$ cat src/rtl/sad_dp_if.sv
// Control bus between the SAD controller FSM (master) and the SAD datapath (slave).
interface sad_dp_if;
  logic sum_clr;
  logic sum_ld;
  logic i_clr;
  logic i_inc;
  logic sad_reg_ld;
  logic min_clr;
  logic i_lt_256;

  modport master (
    output sum_clr, sum_ld, i_clr, i_inc, sad_reg_ld, min_clr,
    input  i_lt_256
  );

  modport slave (
    input  sum_clr, sum_ld, i_clr, i_inc, sad_reg_ld, min_clr,
    output i_lt_256
  );
endinterface

$ cat src/rtl/sad_dp.sv
// SAD datapath: 9-bit block index, |A-B| accumulator, SAD register and protocol error flag.
// Optional minimum-SAD tracker is enabled by defining SAD_MINTRACK_EN.
module sad_dp #(
  parameter int PIX_W = 8,
  parameter int SUM_W = 16
) (
  input  logic             clk_i,
  input  logic             rst_i,
  sad_dp_if.slave          ctl,
  output logic [7:0]       addr_o,
  input  logic [PIX_W-1:0] pa_i,
  input  logic [PIX_W-1:0] pb_i,
  output logic [SUM_W-1:0] sad_o,
  output logic             sad_vld_o,
  output logic             err_o,
  output logic [SUM_W-1:0] min_sad_o
);

  localparam logic [8:0] I_END = 9'd256;

  // A full block of maximal differences must fit in the accumulator.
  if (SUM_W < PIX_W + 8) begin : g_bad_width
    $error("sad_dp: SUM_W too narrow for 256 * (2^PIX_W - 1)");
  end

  logic [8:0]              i_q, i_d;
  logic [SUM_W-1:0]        sum_q, sum_d;
  logic [SUM_W-1:0]        sad_q, sad_d;
  logic                    vld_q;
  logic                    err_q, err_d;
  logic                    i_full;
  logic signed [PIX_W:0]   diff;
  logic [PIX_W-1:0]        abs_diff;

  assign i_full       = (i_q == I_END);
  assign ctl.i_lt_256 = (i_q < I_END);
  assign addr_o       = i_q[7:0];
  assign sad_o        = sad_q;
  assign sad_vld_o    = vld_q;
  assign err_o        = err_q;

  // NOTE: every variable gets a default at the top so no path leaves one unassigned (no latch).
  always_comb begin
    i_d      = i_q;
    sum_d    = sum_q;
    err_d    = err_q;
    sad_d    = sad_q;
    diff     = $signed({1'b0, pa_i}) - $signed({1'b0, pb_i});
    abs_diff = PIX_W'(diff[PIX_W] ? -diff : diff);

    if (ctl.i_clr)                     i_d = '0;
    else if (ctl.i_inc && !i_full)     i_d = i_q + 9'd1;

    if (ctl.sum_clr)                   sum_d = '0;
    else if (ctl.sum_ld && !i_full)    sum_d = sum_q + SUM_W'(abs_diff);

    // Stepping past the end of the block is a controller bug; the flag stays until i_clr.
    if (ctl.i_clr)                                  err_d = 1'b0;
    else if (i_full && (ctl.i_inc || ctl.sum_ld))   err_d = 1'b1;

    // Captures the pre-edge sum, so a same-cycle sum_clr does not affect what is latched.
    if (ctl.sad_reg_ld)                sad_d = sum_q;
  end

  // NOTE: non-blocking assignments in clocked blocks so all registers sample pre-edge values.
  always_ff @(posedge clk_i or posedge rst_i) begin
    if (rst_i) begin
      i_q   <= '0;
      sum_q <= '0;
      sad_q <= '0;
      vld_q <= 1'b0;
      err_q <= 1'b0;
    end else begin
      i_q   <= i_d;
      sum_q <= sum_d;
      sad_q <= sad_d;
      vld_q <= ctl.sad_reg_ld;
      err_q <= err_d;
    end
  end

`ifdef SAD_MINTRACK_EN
  logic [SUM_W-1:0] min_q, min_d;

  always_comb begin
    min_d = min_q;
    if (ctl.min_clr)                               min_d = '1;
    else if (ctl.sad_reg_ld && (sum_q < min_q))    min_d = sum_q;
  end

  always_ff @(posedge clk_i or posedge rst_i) begin
    if (rst_i) min_q <= '1;
    else       min_q <= min_d;
  end

  assign min_sad_o = min_q;
`else
  logic unused_min_clr;

  assign unused_min_clr = ctl.min_clr;
  assign min_sad_o      = '1;
`endif

endmodule
$ cat src/flat_wrapper.sv
// flat-port wrapper written by rule: the top's interface ports become plain ports
module sad_dp_flat 
#(
  parameter int PIX_W = 8,
  parameter int SUM_W = 16
)
  (clk_i, rst_i, addr_o, pa_i, pb_i, sad_o, sad_vld_o, err_o, min_sad_o, ctl_sum_clr, ctl_sum_ld, ctl_i_clr, ctl_i_inc, ctl_sad_reg_ld, ctl_min_clr, ctl_i_lt_256);
  sad_dp_if ctl_i ();
  input  logic clk_i;
  input  logic rst_i;
  output logic [7:0] addr_o;
  input  logic [PIX_W-1:0] pa_i;
  input  logic [PIX_W-1:0] pb_i;
  output logic [SUM_W-1:0] sad_o;
  output logic sad_vld_o;
  output logic err_o;
  output logic [SUM_W-1:0] min_sad_o;
  input wire logic [$bits(ctl_i.sum_clr)-1:0] ctl_sum_clr;
  input wire logic [$bits(ctl_i.sum_ld)-1:0] ctl_sum_ld;
  input wire logic [$bits(ctl_i.i_clr)-1:0] ctl_i_clr;
  input wire logic [$bits(ctl_i.i_inc)-1:0] ctl_i_inc;
  input wire logic [$bits(ctl_i.sad_reg_ld)-1:0] ctl_sad_reg_ld;
  input wire logic [$bits(ctl_i.min_clr)-1:0] ctl_min_clr;
  output wire logic [$bits(ctl_i.i_lt_256)-1:0] ctl_i_lt_256;
  assign ctl_i.sum_clr = ctl_sum_clr;
  assign ctl_i.sum_ld = ctl_sum_ld;
  assign ctl_i.i_clr = ctl_i_clr;
  assign ctl_i.i_inc = ctl_i_inc;
  assign ctl_i.sad_reg_ld = ctl_sad_reg_ld;
  assign ctl_i.min_clr = ctl_min_clr;
  assign ctl_i_lt_256 = ctl_i.i_lt_256;
  sad_dp #(.PIX_W(PIX_W), .SUM_W(SUM_W)) u_core (.clk_i(clk_i), .rst_i(rst_i), .ctl(ctl_i), .addr_o(addr_o), .pa_i(pa_i), .pb_i(pb_i), .sad_o(sad_o), .sad_vld_o(sad_vld_o), .err_o(err_o), .min_sad_o(min_sad_o));
endmodule
$ cat config.mk
export PLATFORM = sky130hd
export DESIGN_NAME = sad_dp_flat
export DESIGN_NICKNAME = d
export VERILOG_FILES = /design/src/rtl/sad_dp_if.sv /design/src/rtl/sad_dp.sv /design/src/flat_wrapper.sv
export SDC_FILE = /design/constraint.sdc
export NUM_CORES = 1
export LEC_CHECK = 0
export ABC_AREA = 1
export CORE_AREA = 2 2 88 90
export CTS_CLUSTER_DIAMETER = 60
export DETAILED_ROUTE_END_ITERATION = 12
export DIE_AREA = 0 0 90 92
export GPL_ROUTABILITY_DRIVEN = 0
export GPL_TIMING_DRIVEN = 0
export HOLD_SLACK_MARGIN = 0.08
export PLACE_DENSITY_LB_ADDON = 0.2
export SYNTH_ARGS = -nofsm -noshare
export SYNTH_HDL_FRONTEND = slang
export SYNTH_SLANG_ARGS = --single-unit
$ cat constraint.sdc
create_clock -name clk_i -period 3.7 [get_ports clk_i]
set_clock_uncertainty 0.1 [all_clocks]
set_input_delay 0.74 -clock clk_i [delete_from_list [all_inputs] [get_ports clk_i]]
set_output_delay 0.74 -clock clk_i [all_outputs]
set_load 0.02 [all_outputs]
Yosys cells after proc, flatten, opt, wreduce, memory -nomap -nowiden. Index checks and enable logic that the tools add are counted.

Bits of input ports: 24. Flip-flop bits (word level): 43. Output and inout bits: 43.

$add $sub $neg: 4. Equality and inequality tests: 1. Reductions and logical operators: 8. Order comparisons: 1. Mux-type cells: 7.

Operators by type and width (number): $mux W16 (2); $mux W9 (2); $add A16 B8 Y16 (1); $add A9 B1 Y9 const B (1); $eq A9 B9 Y1 const B (1); $lt A9 B9 Y1 const B (1); $sub A8 B8 Y9 (1); $mux W8 (1); $neg A8 Y8 (1); $reduce_bool A2 Y1 (3); $logic_and A1 B1 Y1 (3); $mux W1 (2); $logic_not A1 Y1 (1); $logic_or A1 B1 Y1 (1).

Logic depth before layout (Yosys ltp). Gate-level depths: netlist of the first run.

Word-level depth: 6. Gate-level depth with buffers: 24.

Worst setup path after synthesis of the first run. No wires, ideal clock.

Kind: input to register. Start: in pa_i[0]. End: reg u_core.sum_q[13]. Cell stages on the path: 21. Arrival: 3119 ps. Path buffers: 0. Setup slack: 364 ps. Cell sequence: inv_1 ha_1 inv_1 fa_1 inv_1 ha_1 inv_1 nor2_1 nand3_1 nor2_1 nand2_1 nand3_1 nand2_1 ha_1 nand2_1 nor2_1 nand3_1 nand3_1 nand3_1 nor2_1 nor2_1.

Word-level cells in the longest chain between the ends: 6.

RTL lines: start: declaration (line flat_wrapper.sv:12) `input logic [PIX_W-1:0] pa_i;`; $sub A8 B8 Y9 * (line sad_dp.sv:48) `diff = $signed({1'b0, pa_i}) - $signed({1'b0, pb_i});`; $neg A8 Y8 (line sad_dp.sv:49) `abs_diff = PIX_W'(diff[PIX_W] ? -diff : diff);`; $mux W8 * (line sad_dp.sv:49); $add A16 B8 Y16 * (line sad_dp.sv:55) `else if (ctl.sum_ld && !i_full) sum_d = sum_q + SUM_W'(abs_diff);`; $mux W16 * (line sad_dp.sv:55); $mux W16 * (line sad_dp.sv:54) `if (ctl.sum_clr) sum_d = '0;`; end signal: assignment (line sad_dp.sv:75) `sum_q <= sum_d;`; end: declaration (line sad_dp.sv:27) `logic [SUM_W-1:0] sum_q, sum_d;`.

Every way passes the cells marked *; elsewhere a longest branch is shown, timed or not. The select of a mux whose other input is x is not followed. A chain may end at the register's enable or synchronous reset.

Worst setup path after layout of the first run.
Start: in pb_i[1]. End: reg u_core.sum_q[10].

Word-level cells in the longest chain between the ends: 6.

RTL lines: start: declaration (line flat_wrapper.sv:13) `input logic [PIX_W-1:0] pb_i;`; $sub A8 B8 Y9 * (line sad_dp.sv:48); $neg A8 Y8 (line sad_dp.sv:49); $mux W8 * (line sad_dp.sv:49); $add A16 B8 Y16 * (line sad_dp.sv:55); $mux W16 * (line sad_dp.sv:55); $mux W16 * (line sad_dp.sv:54).

Marks and branches as above.

==> results.ini, run 1 <==
[sta]
period_needed_ns=3.53
drv_slew=0
hold_ws_ns=0.404
fmax_mhz=283
setup_viol=0
hold_viol=0
fin_crit_sh_pct=95.4

[power]
peakVddDrop_mv=0.203
p_total_mw=1.74
sequentialPowerShare_pct=33.3
switching_share_pct=37.7
power_switching_mw=0.657
clockPowerShare_pct=21.3
comb_power_share_pct=45.5
leakage_nw=2.18
power.internal_mw=1.08
p_per_area_nw_per_um2=397

[synth]
synth.ff_latch_count=43
synthAdderAreaFrac_pct=9.39
synthArstFlopShare_pct=100
ys_seq_area_share_pct=33.4
synth_compound_area_share_pct=8.81
synth-simple-area-share_pct=29.3
synth_enable_flop_cells=0
syn-cell-area_um2=3220
synth_xor_area_share_pct=1.36
synth_top_family_by_area=simple AND/OR/NAND/NOR gates
syn_area_per_cell_um2=7.21
synth_cell_type_count=34
synthMuxAreaShare_pct=3.49
yosysWarnings=0
synth_cells=447
ys.flop_type=dfrtp_1

[detailed_routing]
drt-total-wl_mm=7.40
drt_pass1_iterations=4
dr_wl_met3_um=293
drc=0
wl_met2_mm=3.65
drt_iter0_drc=173
highest_layer=met4
vias_per_cell=4.83
wl_met1_mm=3.39
wire_per_inst_um=11.8
vias=3033
antenna_left=0

[floorplanning]
ios=67
chipHeight_um=92
start_util_pct=43.3
num_rows=32
core-area_um2=7450
dieArea_um2=8280
dieWidth_um=90

[clock_network]
clkLatencyLatePin_ns=0.30
ctsHtreeMaxLevel=2
cts_tree=done
clk_pin_slew_worst_paths_ns=0.09
cts_buffers=5
clock-sinks=43
cts_buffer_depth=2
cts_root_buf=clkbuf_8

[global_route]
grt-ovfl-total=0
grt_usage_pct=17.8
grt_max_degree=42
grt_pass1_vias=2898
grt_first_pass_wirelength_mm=12.5
antenna_found_initial=0

[setup_path]
crit_fanout=5
crit_type=input pin to flip-flop
startpoint_type=input pin
r2r_cells=11
cp.required_ns=3.79
crit_path_end_kind=flip-flop
arrival_ns=3.62

[layout]
multi_input_area_um2=2040
fillCellCount=683
drive_above_1_share_pct=21.3
final_util_pct=58.9
area_growth_pct=36.1
regArea_um2=1080
num_antenna_cells=0
final_nets=572

[min_path]
hold_depth=1
hold_path_class=flip-flop to flip-flop

[status]
status=completed

[placed_design]
port_buffers=49
dp_hpwl_mm=5.38

[flow_run]
maxCapViolCount=0

## Yosys cell counts (3+ instances only)
library cell	instances	area, µm²
ha_1	21	263
nor2_1	41	154
a21oi_1	19	95.1
nand3_1	37	185
nand4_1	10	62.6
xor2_1	3	26.3
nand2_1	112	420
buf_4	24	180
inv_1	68	255
o22ai_1	3	18.8
o21ai_1	7	35.0
dfrtp_1	43	1080
nor2_2	3	18.8
nor3_1	7	35.0
o21ai_0	12	60.1
mux2_2	10	113
nand2_2	4	25.0
## per-stage QoR
step	TNS [ns]	setup WS, ns	instance area [µm²]	std cells
floorplan	0	0.364	3280	462
global placement	-3.84	-0.437	3900	613
detailed placement	-4.47	-0.503	3920	614
CTS	0	0.0131	4150	625
global route	-0.334	-0.0768	4390	628
finish	0	0.170	4390	628
## flip-flops by register name, summed over array words and instances, names as in the netlist
signal	flops
u_core.sad_o	16
u_core.sum_q	16
u_core.i_q	9
u_core.err_o	1
u_core.sad_vld_o	1
## worst max-delay path: stages
cell and delay (ns):
clkdlybuf4s50_1 0.45, inv_1 0.06, fa_1 0.50, inv_2 0.10
nand2_1 0.06, nor2_2 0.13, nand3_1 0.11, nor2_2 0.18
nor2_1 0.07, nand2_1 0.07, nand2_2 0.09, ha_4 0.30
nand2_2 0.07, nor2_1 0.08, nand2_1 0.08, nand3_2 0.11
nand2_1 0.06, o21ai_0 0.13, nand3_1 0.11, nand2_1 0.07
nor2_1 0.05
## metal layers
metal	GRT usage [%]	vias up
met1	22.8	1385
li1	-	1551
met3	2.71	11
met5	0	-
met2	31.6	86
met4	3.97	0
## logic make-up after synthesis
family	count (synthesis)
simple gates	219
buf+inv	97
compound gates	49
flops	43
fa+ha+maj	23
mux	10
xor+xnor	5
other cells	1
## power groups by stage
stage               Clock, mW  Combinational [mW]  Sequential, mW
floorplan                   0               0.410           0.597
global placement            0               0.600           0.574
detailed placement          0               0.617           0.575
CTS                     0.379               0.666           0.569
global route            0.393               0.876           0.587
finish                  0.370               0.792           0.579
## timing repair
item | CTS | global route
resized for setup | 21 | 41
hold buffers | 0 | 0
pin swaps | 13 | 21
buffers inserted | 3 | 3
endpoints found under the setup margin | 8 | 12
## path summary, 6_finish.rpt
check / end / from / slack, ns
setup / recovery: u_core.sum_q[10] / pb_i[1] / 0.17
hold / removal: u_core.err_o / u_core.err_o / 0.40
setup reg to reg: u_core.sum_q[10] / u_core.sum_q[0] / 1.64
hold reg to reg: u_core.err_o / u_core.err_o / 0.40
max in group asynchronous: u_core.sad_o[5] / rst_i / 2.57
min in group asynchronous: u_core.sad_o[2] / rst_i / 0.51
## cells in the final DEF (no fill, tap or decap), types with 3 or more instances in the layout
cell type / Yosys / routed
ha_1: 21 / 10
a21oi_1: 19 / 13
conb_1: 1 / 16
nand2_4: 1 / 3
nand4_1: 10 / 10
clkdlybuf4s50_1: 0 / 47
nor3_1: 7 / 7
nor2_2: 3 / 4
nand3_2: 0 / 10
mux2_2: 10 / 10
o21ai_0: 12 / 11
xor2_1: 3 / 3
clkbuf_8: 0 / 5
dfrtp_1: 43 / 43
inv_2: 1 / 4
nand2_1: 112 / 99
nor2_4: 0 / 3
a21oi_2: 0 / 6
nor2_1: 41 / 37
buf_4: 24 / 29
nand3_1: 37 / 26
ha_4: 0 / 10
o21ai_1: 7 / 7
o22ai_1: 3 / 3
nand2_2: 4 / 15
inv_1: 68 / 65
## final cells by class
class                           instances  share of cell area, %
Clock buffer                            5                   1.57
Buffer                                 27                   4.42
Multi-Input combinational cell        322                   46.5
Clock inverter                          3                  0.998
Sequential cell                        43                   24.5
Timing Repair Buffer                   56                   13.1
Inverter                               70                   5.99
Tap cell                              102                   2.91
Note: power is estimated with default switching activity, not from simulation.
==> run 2, diff against run 1 <==
clock period = 4.19 ns   (was 3.7 ns; I/O delays follow)
==> run 2 against run 1 <==
Register-to-register slack improved by 0.57 ns; sequential power fell by 13%; first-iteration DRC count fell by 35%; critical endpoint is now u_core.sum_q[13].
==> results.ini, run 2 (same netlist as run 1, synthesis figures left out) <==
[sta]
hold_ws_ns=0.404
setup_viol=0
fmax_mhz=259
fin_tns_setup_ns=0
period_needed_ns=3.86
hold_viol=0
fin_crit_sh_pct=92.2
tightest_slew_ns=0.519
rsz0062_at_grt=false
drv_slew=0
max_slew_margin_pct=65.4

[layout]
stdcell_area_um2=4070
final_nets=566
final_cell_mix=112 x nand2_1, 65 x inv_1, 49 x clkdlybuf4s50_1
drive_above_1_share_pct=12.9
area_growth_pct=26.3
mostFrequentLayoutCell=nand2_1
final_cells=622
num_antenna_cells=0

[power]
peakVddDrop_mv=0.160
power.internal_mw=0.877
power_switching_mw=0.511
leakage_nw=2.10
comb_power_share_pct=40.4
switching_share_pct=36.8
p_total_mw=1.39
sequentialPowerShare_pct=36.1
clockPowerShare_pct=23.5
p_per_area_nw_per_um2=341

[floorplanning]
start_util_pct=43.3
chipHeight_um=92
core-area_um2=7450
dieArea_um2=8280
ios=67
dieWidth_um=90
num_rows=32

[min_path]
hold_path_class=flip-flop to flip-flop
hold_start=u_core.err_o

[global_route]
grt_usage_pct=17.5
grt_max_degree=42
grt_use_met1_pct=22.7
grt_pass1_vias=2887
busiest_layer=met2
grt_first_pass_wirelength_mm=12.3
use_met2_pct=30.4
use_met3_pct=2.79
grt-ovfl-total=0
antenna_found_initial=0

[status]
status=completed

[placed_design]
placedCellCount=614
dpl_cell_area_um2=3920
dp_hpwl_mm=5.38
port_buffers=49

[setup_path]
crit_type=input pin to flip-flop
r2r_start=u_core.sum_q[0]
crit_path_end_kind=flip-flop
arrival_ns=4.00
cp-startpoint=pa_i[0]
cp.required_ns=4.32
startpoint_type=input pin
crit_fanout=5

[clock_network]
cts_tree=done
cts_setup_buffers=0
cts_buffer_depth=2
clkLatencyLatePin_ns=0.29
cts_root_buf=clkbuf_8
cts_buffers=5
ctsHtreeMaxLevel=2
clock-sinks=43
clk_pin_slew_worst_paths_ns=0.09

[flow_run]
maxCapViolCount=0

[detailed_routing]
antenna_left=0
wire_per_inst_um=11.1
drt_iter0_drc=113
drt_pass1_iterations=4
vias_per_cell=4.72
drt-total-wl_mm=6.93
drc=0
vias=2936

## run 2: cell count changes in the layout (fill, tap and decap cells not counted), sizes merged
cell           delta
clkdlybuf4s50     +2
buf               -6
dlymetal6s2s      -2
## run 2: worst paths after layout
| kind | slack (ns) | end | cells after the start |
|---|---|---|---|
| max | 0.33 | u_core.sum_q[13] | 23 |
| max reg2reg | 2.21 | u_core.sum_q[12] | 11 |
| min in group asynchronous | 0.61 | u_core.sad_o[2] | 2 |
| max in group asynchronous | 2.96 | u_core.sad_o[7] | 3 |
| min reg2reg | 0.40 | u_core.err_o | 1 |
| min | 0.40 | u_core.err_o | 1 |
## run 2: layer usage
| metal | vias up | wire [µm] |
|---|---|---|
| met5 | - | 0 |
| met4 | 0 | 24 |
| met3 | 2 | 236 |
| met2 | 62 | 3350 |
| met1 | 1335 | 3320 |
| li1 | 1537 | - |
## run 2: power by group through the flow
| stage | Sequential, mW | Clock, mW | Combinational (mW) |
|---|---|---|---|
| CTS | 0.500 | 0.335 | 0.547 |
| finish | 0.501 | 0.326 | 0.561 |
| global placement | 0.507 | 0 | 0.530 |
| detailed placement | 0.508 | 0 | 0.545 |
| floorplan | 0.528 | 0 | 0.362 |
| global route | 0.508 | 0.347 | 0.635 |
## run 2: final cells by class
type	count	area, µm²
clock inverters	3	43.8
repair buffers	50	510
fillers	731	3380
inverters	70	263
flip-flops and latches	43	1080
multi-input cells	322	1790
clock buffers	5	68.8
plain buffers	27	194
well taps	102	128
## run 2: critical path, stage by stage
cell and delay [ns]:
clkdlybuf4s50_1 0.46, inv_1 0.04, ha_1 0.19, inv_2 0.08, fa_1 0.46, inv_2 0.08, ha_2 0.18, inv_1 0.04
nor2_1 0.11, nand3_1 0.12, nor2_1 0.11, nand2_1 0.07, nand3_1 0.07, nand2_1 0.10, ha_4 0.29, nand2_1 0.09
nor2_2 0.14, nand3_1 0.10, nand3_2 0.11, nand3_1 0.10, nand2_1 0.08, nand2_1 0.06, nor2_1 0.09
## run 2: through the flow
step                worst slack, ns  util (%)
floorplan                     0.756         -
global route                 0.0174      54.7
detailed placement           -0.111      52.6
global placement            -0.0454      52.3
CTS                           0.200      54.1
finish                        0.327      54.7
## run 2: timing repair
action                     CTS  global route
setup endpoints to repair    0             8
hold buffers                 0             0
gates resized for setup      0            10
==> run 3, diff against run 2 <==
GPL_ROUTABILITY_DRIVEN = default   (was 0)
==> run 3 against run 2 <==
Routed wire length down 0.35%; worst setup slack improved by 0.012 ns; hold slack about the same; power decreased by 0.72%; sequential cell count unchanged; non-clock buffer count grew 1; die area unchanged; clock power fell by 2%; maximum frequency rose by 0.32%; largest cell class unchanged; highest routed layer unchanged.
==> results.ini, run 3 (same netlist as run 1, synthesis figures left out) <==
[floorplanning]
chipHeight_um=92
ios=67
dieWidth_um=90
core-area_um2=7450
dieArea_um2=8280
start_util_pct=43.3
num_rows=32

[power]
peakVddDrop_mv=0.212
sequentialPowerShare_pct=36.4
comb_power_share_pct=40.4
switching_share_pct=36.5
clockPowerShare_pct=23.2
p_per_area_nw_per_um2=339
p_total_mw=1.38
power.internal_mw=0.875
power_switching_mw=0.503
leakage_nw=2.09

[clock_network]
ctsHoldBuffers=0
ctsHtreeMaxLevel=2
cts_tree=done
cts_root_buf=clkbuf_8
clock-sinks=43
cts_buffers=5
cts_buffer_depth=2
clk_pin_slew_worst_paths_ns=0.08
clkLatencyLatePin_ns=0.30

[layout]
multi_input_area_um2=1780
final_cells=622
mostFrequentLayoutCell=nand2_1
final_cell_mix=112 x nand2_1, 65 x inv_1, 49 x clkdlybuf4s50_1
fillCellCount=703
area_growth_pct=26.2
stdcell_area_um2=4070
num_antenna_cells=0
drive_above_1_share_pct=12.5
regArea_um2=1080
final_nets=567

[sta]
setup_viol=0
tightest_slew_ns=0.510
rsz0062_at_grt=false
period_needed_ns=3.85
fin_crit_sh_pct=91.9
setup_ws_ns=0.339
max_slew_margin_pct=66.0
fmax_mhz=260
drv_slew=0
hold_viol=0

[global_route]
grt_first_pass_wirelength_mm=12.2
grt-ovfl-total=0
grt_usage_pct=17.7
grt_max_degree=34
antenna_found_initial=0
grt_pass1_vias=2788

[setup_path]
cp.required_ns=4.29
crit_type=input pin to flip-flop
crit_fanout=4
crit_path_end_kind=flip-flop
startpoint_type=input pin
r2r_cells=11
arrival_ns=3.95

[detailed_routing]
drt_pass1_iterations=5
vias=2923
antenna_left=0
drc=0
vias_per_cell=4.70
wire_per_inst_um=11.1
drt-total-wl_mm=6.91
drt_iter0_drc=83

[status]
status=completed

[flow_run]
maxCapViolCount=0

[placed_design]
placedCellCount=614
dp_hpwl_mm=5.45
pre_cts_ws_ns=-0.105
port_buffers=49
place.gp.congestion=0.898
dpl_cell_area_um2=3920

[min_path]
hold_path_class=flip-flop to flip-flop
hold_depth=1

run 3: worst paths after layout:
path / slack (ns) / start / endpoint
min in group asynchronous: 0.70 / rst_i / u_core.sad_o[15]
max: 0.34 / pa_i[0] / u_core.sum_q[13]
max reg2reg: 2.18 / u_core.sum_q[0] / u_core.sum_q[10]
max in group asynchronous: 2.82 / rst_i / u_core.sad_o[13]
min: 0.40 / u_core.err_o / u_core.err_o
min reg2reg: 0.40 / u_core.err_o / u_core.err_o
run 3: what timing repair did:
| action | in CTS | in global routing |
|---|---|---|
| buffers inserted | 0 | 1 |
| resized for setup | 0 | 9 |
| setup endpoints to repair | 0 | 7 |
run 3: stage by stage:
| stage | util [%] | TNS [ns] | hold WS (ns) |
|---|---|---|---|
| 2_1_floorplan | - | 0 | 0.375 |
| 3_3_place_gp | 52.3 | -0.0916 | 0.381 |
| 3_5_place_dp | 52.6 | -0.390 | 0.391 |
| 4_1_cts | 54.0 | 0 | 0.410 |
| 5_1_grt | 54.6 | 0 | 0.431 |
| 6_report | 54.6 | 0 | 0.404 |
run 3: area by class of cell:
class / count / area share (%)
tap: 102 / 3.14
clock buffer: 5 / 1.69
inverter: 70 / 6.46
timing repair buffer: 51 / 12.7
sequential: 43 / 26.5
multi-input combinational: 322 / 43.8
clock inverter: 2 / 0.923
buffer: 27 / 4.77
run 3: critical path, cell delays in order:
cell	delay, ns
clkdlybuf4s50_1	0.45
inv_1	0.04
ha_1	0.19
inv_2	0.08
fa_1	0.46
inv_2	0.08
ha_2	0.17
inv_1	0.04
nor2_1	0.11
nand3_1	0.12
nand3_1	0.10
nand2_1	0.06
ha_1	0.33
a21oi_1	0.32
nand2_1	0.09
nand2_1	0.08
nand3_2	0.10
nand3_1	0.13
nand2_1	0.06
nand2_1	0.05
nor2_1	0.05
run 3: power by group through the flow:
stage | sequential (mW) | combinational [mW] | clock [mW]
floorplan | 0.528 | 0.362 | 0
global placement | 0.507 | 0.532 | 0
detailed placement | 0.509 | 0.541 | 0
CTS | 0.501 | 0.543 | 0.329
global route | 0.508 | 0.636 | 0.338
finish | 0.502 | 0.556 | 0.320
run 3: metal layers:
| metal | up-vias | GRT usage (%) | part of all wire (%) |
|---|---|---|---|
| met1 | 1315 | 23.4 | 49 |
| met2 | 61 | 30.3 | 46 |
| met5 | - | 0 | 0 |
| met3 | 12 | 2.88 | 3.7 |
| met4 | 0 | 4.62 | 1.5 |
| li1 | 1535 | - | - |
